File: src/rtl/alu_dsub_serial.sv
// Digit-serial packed-BCD subtractor: one decimal digit per RUN cycle, LSD first.
// Result flags are registered at DONE entry and hold until the next completion or reset.
module alu_dsub_serial (
   input  logic        clk,
   input  logic        rst,
   input  logic        start,
   input  logic [15:0] a,
   input  logic [15:0] b,
   input  logic        carry_in,
   output logic        busy,
   output logic        done,
   output logic [15:0] result,
   output logic        carry_out,
   output logic        zero,
   output logic        invalid
);

   localparam logic [1:0] S_IDLE = 2'd0;
   localparam logic [1:0] S_RUN  = 2'd1;
   localparam logic [1:0] S_DONE = 2'd2;

   logic [1:0]  r_state;
   logic [1:0]  r_cnt;
   logic [15:0] r_a;
   logic [15:0] r_b;
   logic        r_borrow;
   logic [15:0] r_work;
   logic        r_inv;
   logic [15:0] r_result;
   logic        r_cout;
   logic        r_zero;
   logic        r_invalid;

   logic [3:0]  w_ai;
   logic [3:0]  w_bi;
   logic [4:0]  w_d;
   logic [4:0]  w_d10;
   logic [3:0]  w_dig;
   logic        w_brw_nxt;
   logic        w_inv_nxt;
   logic [15:0] w_work_nxt;

   assign w_ai      = r_a[{r_cnt, 2'b00} +: 4];
   assign w_bi      = r_b[{r_cnt, 2'b00} +: 4];
   // 5-bit signed difference; bit 4 set means the digit went negative
   assign w_d       = {1'b0, w_ai} - {1'b0, w_bi} - {4'b0000, r_borrow};
   assign w_d10     = w_d + 5'd10;
   assign w_brw_nxt = w_d[4];
   assign w_dig     = w_brw_nxt ? w_d10[3:0] : w_d[3:0];
   assign w_inv_nxt = r_inv | (w_ai > 4'd9) | (w_bi > 4'd9);

   always_comb begin
      w_work_nxt = r_work;
      w_work_nxt[{r_cnt, 2'b00} +: 4] = w_dig;
   end

   always_ff @(posedge clk) begin
      if (rst) begin
         r_state   <= S_IDLE;
         r_cnt     <= 2'd0;
         r_a       <= 16'h0000;
         r_b       <= 16'h0000;
         r_borrow  <= 1'b0;
         r_work    <= 16'h0000;
         r_inv     <= 1'b0;
         r_result  <= 16'h0000;
         r_cout    <= 1'b0;
         r_zero    <= 1'b0;
         r_invalid <= 1'b0;
      end else begin
         case (r_state)
            S_IDLE, S_DONE: begin
               if (start) begin
                  r_a      <= a;
                  r_b      <= b;
                  r_borrow <= ~carry_in;
                  r_cnt    <= 2'd0;
                  r_work   <= 16'h0000;
                  r_inv    <= 1'b0;
                  r_state  <= S_RUN;
               end else begin
                  r_state  <= S_IDLE;
               end
            end
            S_RUN: begin
               r_work   <= w_work_nxt;
               r_borrow <= w_brw_nxt;
               r_inv    <= w_inv_nxt;
               r_cnt    <= r_cnt + 2'd1;
               if (r_cnt == 2'd3) begin
                  r_state   <= S_DONE;
                  r_result  <= w_work_nxt;
                  r_cout    <= ~w_brw_nxt;
                  r_zero    <= (w_work_nxt == 16'h0000);
                  r_invalid <= w_inv_nxt;
               end
            end
            default: r_state <= S_IDLE;
         endcase
      end
   end

   assign busy      = (r_state == S_RUN);
   assign done      = (r_state == S_DONE);
   assign result    = r_result;
   assign carry_out = r_cout;
   assign zero      = r_zero;
   assign invalid   = r_invalid;

endmodule

File: config.mk
export PLATFORM = sky130hd
export DESIGN_NAME = alu_dsub_serial
export DESIGN_NICKNAME = d
export VERILOG_FILES = /design/src/rtl/alu_dsub_serial.sv
export SDC_FILE = /design/constraint.sdc
export NUM_CORES = 1
export LEC_CHECK = 0
export CAP_MARGIN = 5
export CORE_MARGIN = 2
export CORE_UTILIZATION = 35
export CTS_BUF_LIST = sky130_fd_sc_hd__clkbuf_16
export CTS_CLUSTER_DIAMETER = 120
export DETAILED_ROUTE_END_ITERATION = 6
export GPL_ROUTABILITY_DRIVEN = 0
export PLACE_DENSITY = 0.56
export SYNTH_ARGS = -nofsm -noshare
export SYNTH_HDL_FRONTEND = slang
export SYNTH_SLANG_ARGS = --single-unit
File: constraint.sdc
create_clock -name clk -period 5.95 [get_ports clk]
set_input_delay 1.19 -clock clk [delete_from_list [all_inputs] [get_ports clk]]
set_output_delay 1.19 -clock clk [all_outputs]
set_load 0.005 [all_outputs]
==> results of run 1 <==
[worst max-delay path: stages, from the launching register on]
cell,delay [ps]
dfxtp_1,720
mux4_2,400
inv_1,90
fa_1,210
inv_1,70
fa_1,500
xnor2_1,170
ha_1,320
nor3b_1,150
a211oi_1,240
o221a_2,290
a22oi_1,100
a211oi_1,230
a31o_1,170
[how the worst max path moves through the flow]
stage | start | end | slack, ps
2_1_floorplan | r_cnt[0]$_SDFFE_PP0P_ | zero$_SDFFE_PP0P_ | 2370
6_report | r_cnt[1]$_SDFFE_PP0P_ | zero$_SDFFE_PP0P_ | 2210
3_5_place_dp | r_cnt[1]$_SDFFE_PP0P_ | zero$_SDFFE_PP0P_ | 2160
5_1_grt | r_cnt[0]$_SDFFE_PP0P_ | zero$_SDFFE_PP0P_ | 1950
4_1_cts | r_cnt[1]$_SDFFE_PP0P_ | zero$_SDFFE_PP0P_ | 2160
3_3_place_gp | r_cnt[0]$_SDFFE_PP0P_ | zero$_SDFFE_PP0P_ | 2310
[report_power, final]
part           switching (W)  leakage, nW  internal, W  total [W]
Clock               0.000201        0.158     0.000405   0.000606
Combinational       0.000144        0.863     0.000106   0.000250
Sequential         0.0000106        0.594     0.000507   0.000518
Total               0.000355         1.61      0.00102    0.00137
[layout make-up]
| class | count | area, um2 |
|---|---|---|
| clock buffer | 9 | 225 |
| clock inverter | 5 | 106 |
| fill | 1052 | 5320 |
| inverter | 20 | 75.1 |
| multi-input combinational | 315 | 1870 |
| sequential | 73 | 1460 |
| tap | 133 | 166 |
| timing repair buffer | 61 | 593 |
[sequential cells by signal, summed over array words and instances (netlist names)]
signal     count
r_inv          1
invalid        1
result        16
r_a           16
r_borrow       1
zero           1
r_cnt          2
carry_out      1
r_state        2
r_b           16
r_work        16
[routing by layer]
metal | track usage, % | share of wire (%)
met5 | 0 | 0
met4 | 6.76 | 2.6
met3 | 2.62 | 4.9
met2 | 28.4 | 46
met1 | 21.7 | 46
[layout by cell type, fill, tap and decap left out, drive strengths merged, types with 3 or more instances in the layout]
cell type / netlist / final
clkdlybuf4s50: 0 / 55
nor3: 15 / 15
a21oi: 52 / 52
nand2: 77 / 77
nor3b: 5 / 5
nor2: 59 / 59
inv: 20 / 20
ha: 11 / 11
a211oi: 6 / 6
a22oi: 12 / 12
nand2b: 5 / 5
o22ai: 6 / 6
nor2b: 11 / 11
dfxtp: 73 / 73
bufinv: 0 / 3
buf: 10 / 6
nand4: 3 / 3
a31o: 3 / 3
o221ai: 4 / 4
clkbuf: 21 / 9
o21ai: 10 / 10
mux4: 7 / 7
or3: 4 / 4
[Yosys cell counts, types with 6 or more instances]
library cell,instances,area (um2)
nor3_1,15,75.1
nand2_1,76,285
ha_1,11,138
nor2_1,58,218
o22ai_1,6,37.5
a22oi_1,11,82.6
a21oi_1,51,255
o21ai_0,8,40.0
nor2b_1,11,68.8
dfxtp_1,73,1460
inv_1,20,75.1
clkbuf_1,21,78.8
mux4_2,7,158
buf_2,6,30.0
[cell families (layout without fill, tap and decap cells)]
| logic type | Yosys count | in the layout | synth area share [%] |
|---|---|---|---|
| AOI/OAI and AO/OA | 103 | 103 | 18.2 |
| muxes | 10 | 10 | 5.33 |
| and+or+nand+nor | 187 | 187 | 23.5 |
| xor gates and xnor gates | 2 | 2 | 0.706 |
| adders and majority gates | 13 | 13 | 5.01 |
| DFF | 73 | 73 | 41.2 |
| buffers and inverters | 51 | 95 | 6.04 |
[stage by stage]
step	util, %	total power (W)
final	45.8	0.00137
after global routing	45.8	0.00144
after CTS	45.8	0.00139
after detailed placement	42.4	0.000778
after global placement	42.4	0.000772
after floorplan	-	0.000705
==> results.sh, run 1 <==
export IMPL_outcome="finished clean"
export IMPL_drive_gt1_share_pct=8.28
export IMPL_cts_hold_buf=0
export IMPL_start_util_pct=36.1
export IMPL_setup_slack_ps=2210
export IMPL_hold_depth=2
export IMPL_yosys_warnings=0
export IMPL_fin_crit_sh_pct=62.9
export IMPL_root_buffer="clkbuf_16"
export IMPL_cp_end_kind="flop"
export IMPL_grt_overflow_total=0
export IMPL_drt_wl_total_um=8860
export IMPL_grt_pass1_vias=3078
export IMPL_ir_drop_v=0.000146
export IMPL_worstPathMaxFanout=14
export IMPL_place_hpwl_um=6090
export IMPL_clock_latency_ps=330
export IMPL_final_area_um2=4500
export IMPL_ios=57
export IMPL_fin_skew_ps=4.85
export IMPL_via_per_inst=5.07
export IMPL_fin_crit_ps=3740
export IMPL_placed_area_um2=4170
export IMPL_area_growth_pct=26.9
export IMPL_cp_start_kind="flop"
export IMPL_antenna_found_initial=0
export IMPL_synth_seq_cells=73
export IMPL_die_y_um=105
export IMPL_worst_hold_slack_ps=452
export IMPL_r2r_end="zero$_SDFFE_PP0P_"
export IMPL_numPortBuffers=56
export IMPL_hold_viol=0
export IMPL_hp_class="flop to flop"
export IMPL_grt_max_degree=75
export IMPL_max_clock_freq_mhz=267
export IMPL_cp_data_required_time_ps=6230
export IMPL_pwr_density_cell_nw_per_um2=305
export IMPL_maxSlewHeadroom_pct=35.3
export IMPL_route_detailed_drc=0
export IMPL_ctsResizeCount=0
export IMPL_tritoncts="built"
export IMPL_slew_viol_final=0
export IMPL_critPathArrivalTime_ps=4020
export IMPL_worstSetupPathType="flop to flop"
export IMPL_routedWlPerCell_um=14.4
export IMPL_final_instance_count_excl_fill=616
export IMPL_core_area_um2=9820
export IMPL_cts_setup_buffers=0
export IMPL_drtAntennaViolNets=0
export IMPL_reg2reg_slack_ps=2210
export IMPL_cts_sinks=73
export IMPL_worstHoldEndpoint="r_a[0]$_SDFFE_PP0P_"
export IMPL_num_rows=36
export IMPL_tightest_slew_ps=971
export IMPL_cap_violations=0
export IMPL_synthesis_nets=488
export IMPL_antennaDiodeCount=0
export IMPL_initialDrtViolationCount=121
export IMPL_synth_edf_count=0
export IMPL_htree_levels=3
export IMPL_fin_nets=529
export IMPL_hold_path_startpoint="r_a[0]$_SDFFE_PP0P_"
export IMPL_dr_total_vias=3121
export IMPL_numPlacedInstances=602
export IMPL_finalSetupViolations=0
export IMPL_clock_path_buffers=2
export IMPL_ys_types=53
export IMPL_yosysSeqAreaShare_pct=41.2
export IMPL_tns_ps=0
export IMPL_rr_worst_depth=13
export IMPL_die_x_um=105
export IMPL_grt_pass1_wl_um=15000
export IMPL_cts_buffers=9
export IMPL_netlist_instances=439
export IMPL_rsz0062_at_grt="false"
export IMPL_dieArea_um2=10900
export IMPL_dr_pass1_iters=6
export IMPL_ys_flop_type="dfxtp_1"
export IMPL_syn_area_um2=3540
export IMPL_clkSlewWorstSetupHoldPaths_ps=60
export IMPL_pre_cts_ws_ps=2160
export IMPL_async_flop_share_pct=0
export IMPL_synth_area_per_cell_um2=8.07
export IMPL_p_leak_nw=1.61
export IMPL_timing_rr_start="r_cnt[1]$_SDFFE_PP0P_"
export IMPL_grt_use_total_pct=16.9
Power figures use the tool's default switching activity.
==> run 2, diff against run 1 <==
Clock period 5.95 ns to 3.83 ns, I/O delays scaled along.
==> run 2 against run 1 <==
Compared with the run above: critical path depth decreased by 1; largest power group is now sequential cells; count of clock-buffer cells in the layout unchanged; first-iteration DRC count increased by 21%; critical endpoint unchanged; highest routed layer unchanged; power increased by 44%.
==> results.sh, run 2 (synthesis gave the netlist of run 1 again) <==
export IMPL_place_hpwl_um=6330
export IMPL_start_util_pct=36.1
export IMPL_area_growth_pct=26.1
export IMPL_cpPeakStageDelay_ps=530
export IMPL_antenna_found_initial=0
export IMPL_grtUsageMet3_pct=3.74
export IMPL_crit_path_top_delay_cell="mux4_2"
export IMPL_utilization_pct=45.5
export IMPL_p_leak_nw=1.61
export IMPL_drt_wl_total_um=8940
export IMPL_met2_usage_pct=29.4
export IMPL_fin_crit_sh_pct=91.5
export IMPL_multiInputGateArea_um2=1870
export IMPL_final_cell_mix="nand2_1, dfxtp_1, nor2_1, clkdlybuf4s50_1, a21oi_1"
export IMPL_crit_chain="mux4_2 > fa_1 > inv_1 > fa_1 > inv_1 > ha_1 > nor3b_1 > a211oi_1 > o221a_2 > a22oi_1 > a211oi_1 > a31o_1"
export IMPL_gr_max_usage_layer="met2"
export IMPL_drtAntennaViolNets=0
export IMPL_tightest_slew_ps=760
export IMPL_maxSlewHeadroom_pct=49.3
export IMPL_num_rows=36
export IMPL_hold_viol=0
export IMPL_tritoncts="built"
export IMPL_outcome="finished clean"
export IMPL_dieArea_um2=10900
export IMPL_dr_pass1_iters=4
export IMPL_cp_start_kind="flop"
export IMPL_worstSetupPathType="flop to flop"
export IMPL_hp_class="flop to flop"
export IMPL_tns_ps=0
export IMPL_route_detailed_drc=0
export IMPL_max_clock_freq_mhz=285
export IMPL_die_y_um=105
export IMPL_ios=57
export IMPL_antennaDiodeCount=0
export IMPL_grt_max_degree=46
export IMPL_clock_path_buffers=2
export IMPL_clkSlewWorstSetupHoldPaths_ps=60
export IMPL_cp_end_kind="flop"
export IMPL_grt_pass1_vias=3114
export IMPL_finalSetupViolations=0
export IMPL_slew_viol_final=0
export IMPL_worstPathMaxFanout=6
export IMPL_grt_use_total_pct=16.9
export IMPL_cap_violations=0
export IMPL_cts_sinks=73
export IMPL_pwr_density_cell_nw_per_um2=441
export IMPL_mostFrequentLayoutCell="nand2_1"
export IMPL_fin_skew_ps=5.69
export IMPL_crit_family="adder cells"
export IMPL_critPathArrivalTime_ps=3780
export IMPL_core_area_um2=9820
export IMPL_cts_buffers=9
export IMPL_initialDrtViolationCount=147
export IMPL_seqCellArea_um2=1460
export IMPL_ir_drop_v=0.000182
export IMPL_fin_crit_ps=3500
export IMPL_htree_levels=3
export IMPL_grt_pass1_wl_um=15000
export IMPL_root_buffer="clkbuf_16"
export IMPL_rsz0062_at_grt="false"
export IMPL_dr_total_vias=3102
export IMPL_n_fill_cell=1045
export IMPL_drive_gt1_share_pct=9.41
export IMPL_clock_latency_ps=330
export IMPL_routedWlPerCell_um=14.4
export IMPL_cp_data_required_time_ps=4110
export IMPL_fin_nets=533
export IMPL_grt_overflow_total=0
export IMPL_critical_path_buf_inv_count=2
export IMPL_numPortBuffers=56
export IMPL_use_met1_pct=20.6
export IMPL_die_x_um=105
export IMPL_via_per_inst=4.99
[run 2: cell count changes in the layout (fill, tap and decap cells not counted), sizes merged]
cell      before  now
clkinvlp       1    2
inv           20   22
buf            6   10
bufinv         3    0
clkinv         1    3
[run 2: repair_timing]
item	in CTS	in global routing
setup buffers	0	0
gates resized for setup	0	1
endpoints found under the setup margin	0	1
hold buffers	0	0
[run 2: cell type report]
class	instances	area share, %
clock inverters	7	1.04
well taps	133	3.72
clock buffers	9	5.04
repair buffers	65	13.9
flip-flops and latches	73	32.7
multi-input cells	315	41.9
inverters	20	1.68
[run 2: path summary, 6_finish.rpt]
path / from / endpoint / slack (ps) / cells after the start
hold reg to reg: r_a[15]$_SDFFE_PP0P_ / r_a[15]$_SDFFE_PP0P_ / 450 / 2
setup / recovery: r_cnt[0]$_SDFFE_PP0P_ / zero$_SDFFE_PP0P_ / 330 / 12
hold / removal: r_a[15]$_SDFFE_PP0P_ / r_a[15]$_SDFFE_PP0P_ / 450 / 2
setup reg to reg: r_cnt[0]$_SDFFE_PP0P_ / zero$_SDFFE_PP0P_ / 330 / 12
[run 2: metrics by stage]
| step | setup WS, ps | total power [W] | area (um2) | instances | hold slack, ps |
|---|---|---|---|---|---|
| 2_1_floorplan | 251 | 0.00109 | 3540 | 439 | 432 |
| 4_1_cts | 178 | 0.00199 | 4470 | 622 | 455 |
| 6_report | 327 | 0.00197 | 4470 | 622 | 451 |
| 5_1_grt | 131 | 0.00206 | 4470 | 622 | 469 |
| 3_5_place_dp | 206 | 0.00121 | 4200 | 606 | 446 |
| 3_3_place_gp | 277 | 0.00121 | 4200 | 606 | 440 |
[run 2: worst register-to-register path: cells and delay by family (launching register included)]
kind / cells / cell delay, ps
adders and majority gates: 3 / 1090
DFF: 1 / 420
buffers and inverters: 2 / 210
muxes: 1 / 530
AOI/OAI and AO/OA: 5 / 1040
and+or+nand+nor: 1 / 150
[run 2: report_power, final]
part / switching (W) / internal (W)
Sequential: 0.0000176 / 0.000788
Combinational: 0.000225 / 0.000169
Clock: 0.000337 / 0.000437
Total: 0.000580 / 0.00139
[run 2: layer usage]
layer  share of wire (%)  wire, um  vias to the layer above
met5                   0         0                        -
met3                 3.5       311                       11
met1                  47      4170                     1446
met2                  48      4310                       62
li1                    -         -                     1583
met4                 1.6       144                        0
==> run 3, diff against run 2 <==
Settings changed: CORE_UTILIZATION 35 to 50, PLACE_DENSITY 0.56 to 0.75.
==> run 3 against run 2 <==
Compared with the run above: power increased by 2.5%; design area fell by 0.70%; first-iteration DRC count rose by 37%; clock skew up 1.5 ps; sequential power about the same; maximum frequency decreased by 2.3%; via count is 1.4% higher; global-route usage up 6.6 points; largest cell class unchanged.
==> results.sh, run 3 (synthesis gave the netlist of run 1 again) <==
export IMPL_slew_viol_final=0
export IMPL_n_fill_cell=598
export IMPL_pre_cts_ws_ps=249
export IMPL_grt_use_total_pct=23.5
export IMPL_finalSetupViolations=0
export IMPL_root_buffer="clkbuf_16"
export IMPL_rr_worst_depth=11
export IMPL_cp_data_required_time_ps=4110
export IMPL_crit_path_top_delay_cell="mux4_2"
export IMPL_ir_drop_v=0.000247
export IMPL_drt_wl_total_um=8430
export IMPL_die_x_um=88.2
export IMPL_clock_path_buffers=2
export IMPL_maxSlewHeadroom_pct=42.6
export IMPL_cts_buffers=9
export IMPL_critical_path_buf_inv_count=1
export IMPL_worstSetupPathType="flop to flop"
export IMPL_grt_overflow_total=0
export IMPL_cpPeakStageDelay_ps=580
export IMPL_r2r_end="zero$_SDFFE_PP0P_"
export IMPL_place_hpwl_um=5910
export IMPL_crit_family="compound AO/OA/AOI/OAI gates"
export IMPL_fin_crit_ps=3590
export IMPL_max_clock_freq_mhz=279
export IMPL_cts_setup_buffers=0
export IMPL_routedWlPerCell_um=14.4
export IMPL_cp_start_kind="flop"
export IMPL_tritoncts="built"
export IMPL_finalPower_w=0.00202
export IMPL_die_y_um=88.2
export IMPL_grt_pass1_wl_um=14300
export IMPL_core_area_um2=6830
export IMPL_seqCellArea_um2=1460
export IMPL_reg2reg_slack_ps=240
export IMPL_worstHoldEndpoint="r_a[12]$_SDFFE_PP0P_"
export IMPL_pwr_density_cell_nw_per_um2=456
export IMPL_outcome="finished clean"
export IMPL_ctsResizeCount=0
export IMPL_cts_hold_buf=0
export IMPL_dr_total_vias=3145
export IMPL_worstPathMaxFanout=18
export IMPL_clkSlewWorstSetupHoldPaths_ps=60
export IMPL_timing_rr_start="r_cnt[0]$_SDFFE_PP0P_"
export IMPL_fin_skew_ps=7.20
export IMPL_grt_max_degree=74
export IMPL_via_per_inst=5.39
export IMPL_rsz0062_at_grt="false"
export IMPL_start_util_pct=51.9
export IMPL_final_cell_mix="nand2_1, dfxtp_1, nor2_1, clkdlybuf4s50_1, a21oi_1"
export IMPL_dr_pass1_iters=4
export IMPL_tightest_slew_ps=859
export IMPL_hp_class="flop to flop"
export IMPL_ios=57
export IMPL_drtAntennaViolNets=0
export IMPL_hold_path_startpoint="r_a[12]$_SDFFE_PP0P_"
export IMPL_dieArea_um2=7780
export IMPL_htree_levels=3
export IMPL_final_area_um2=4440
export IMPL_fin_nets=532
export IMPL_fin_crit_sh_pct=93.6
export IMPL_route_detailed_drc=0
export IMPL_hold_depth=2
export IMPL_crit_top_cell="a211oi_1"
export IMPL_cp_end_kind="flop"
export IMPL_cts_sinks=73
export IMPL_antenna_found_initial=0
export IMPL_grt_pass1_vias=3146
export IMPL_numPortBuffers=56
export IMPL_placed_area_um2=4140
export IMPL_hold_viol=0
export IMPL_mostFrequentLayoutCell="nand2_1"
export IMPL_p_leak_nw=1.61
export IMPL_multiInputGateArea_um2=1870
export IMPL_clock_latency_ps=340
export IMPL_initialDrtViolationCount=201
export IMPL_crit_chain="buf_4 > mux4_2 > fa_1 > xnor2_1 > ha_1 > nor3b_1 > a211oi_1 > o221a_2 > a22oi_1 > a211oi_1 > a31o_1"
export IMPL_setup_slack_ps=244
export IMPL_critPathArrivalTime_ps=3870
export IMPL_num_rows=30
export IMPL_area_growth_pct=25.2
export IMPL_cap_violations=0
export IMPL_antennaDiodeCount=0
export IMPL_tns_ps=0
export IMPL_drive_gt1_share_pct=8.81
==> run 3: changes by cell type in the layout (fill, tap and decap cells not counted) <==
cell,delta
clkinv_1,+2
clkinv_2,-2
buf_4,-1
bufinv_16,+1
dfxtp_1,+1
dfxtp_2,-1
inv_1,-1
==> run 3: area by class of cell <==
type                       instances  share of cell area [%]
multi-input combinational        315                    42.2
sequential                        73                    32.9
timing repair buffer              64                    13.9
clock buffer                       9                    5.07
tap                               96                    2.71
inverter                          20                    1.69
clock inverter                     7                    1.58
==> run 3: power by group <==
group	switching [W]	internal (W)	total, W
combinational	0.000221	0.000165	0.000386
sequential	0.0000166	0.000788	0.000804
clock	0.000329	0.000503	0.000832
total	0.000567	0.00146	0.00202
==> run 3: per-layer routing <==
layer	vias to the layer above	track usage [%]	wire length (um)
li1	1588	-	-
met1	1443	27.8	3550
met2	102	41.6	4260
met3	12	4.52	517
met4	0	10.1	106
met5	-	0	0
==> run 3: worst register-to-register path, delay by kind of cell, from the launching register on <==
family,cells,cell delay [ps]
buffers and inverters,1,270
and+or+nand+nor,1,150
muxes,1,580
xor gates and xnor gates,1,180
adders and majority gates,2,890
AOI/OAI and AO/OA,5,1070
DFF,1,380
==> run 3: how the worst max path moves through the flow <==
stage	depth (start not counted)	startpoint	slack [ps]	to
floorplan	15	r_cnt[0]$_SDFFE_PP0P_	250	zero$_SDFFE_PP0P_
CTS	11	r_cnt[0]$_SDFFE_PP0P_	240	zero$_SDFFE_PP0P_
global placement	11	r_cnt[0]$_SDFFE_PP0P_	370	result[7]$_SDFFE_PP0P_
finish	11	r_cnt[0]$_SDFFE_PP0P_	240	zero$_SDFFE_PP0P_
global route	11	r_cnt[0]$_SDFFE_PP0P_	50	zero$_SDFFE_PP0P_
detailed placement	11	r_cnt[0]$_SDFFE_PP0P_	250	zero$_SDFFE_PP0P_
==> run 3: through the flow <==
stage	hold WS, ps	cells	utilization (%)
finish	455	584	65.0
global route	482	584	65.0
CTS	457	584	65.0
detailed placement	449	568	60.7
global placement	439	568	60.7
floorplan	432	439	-
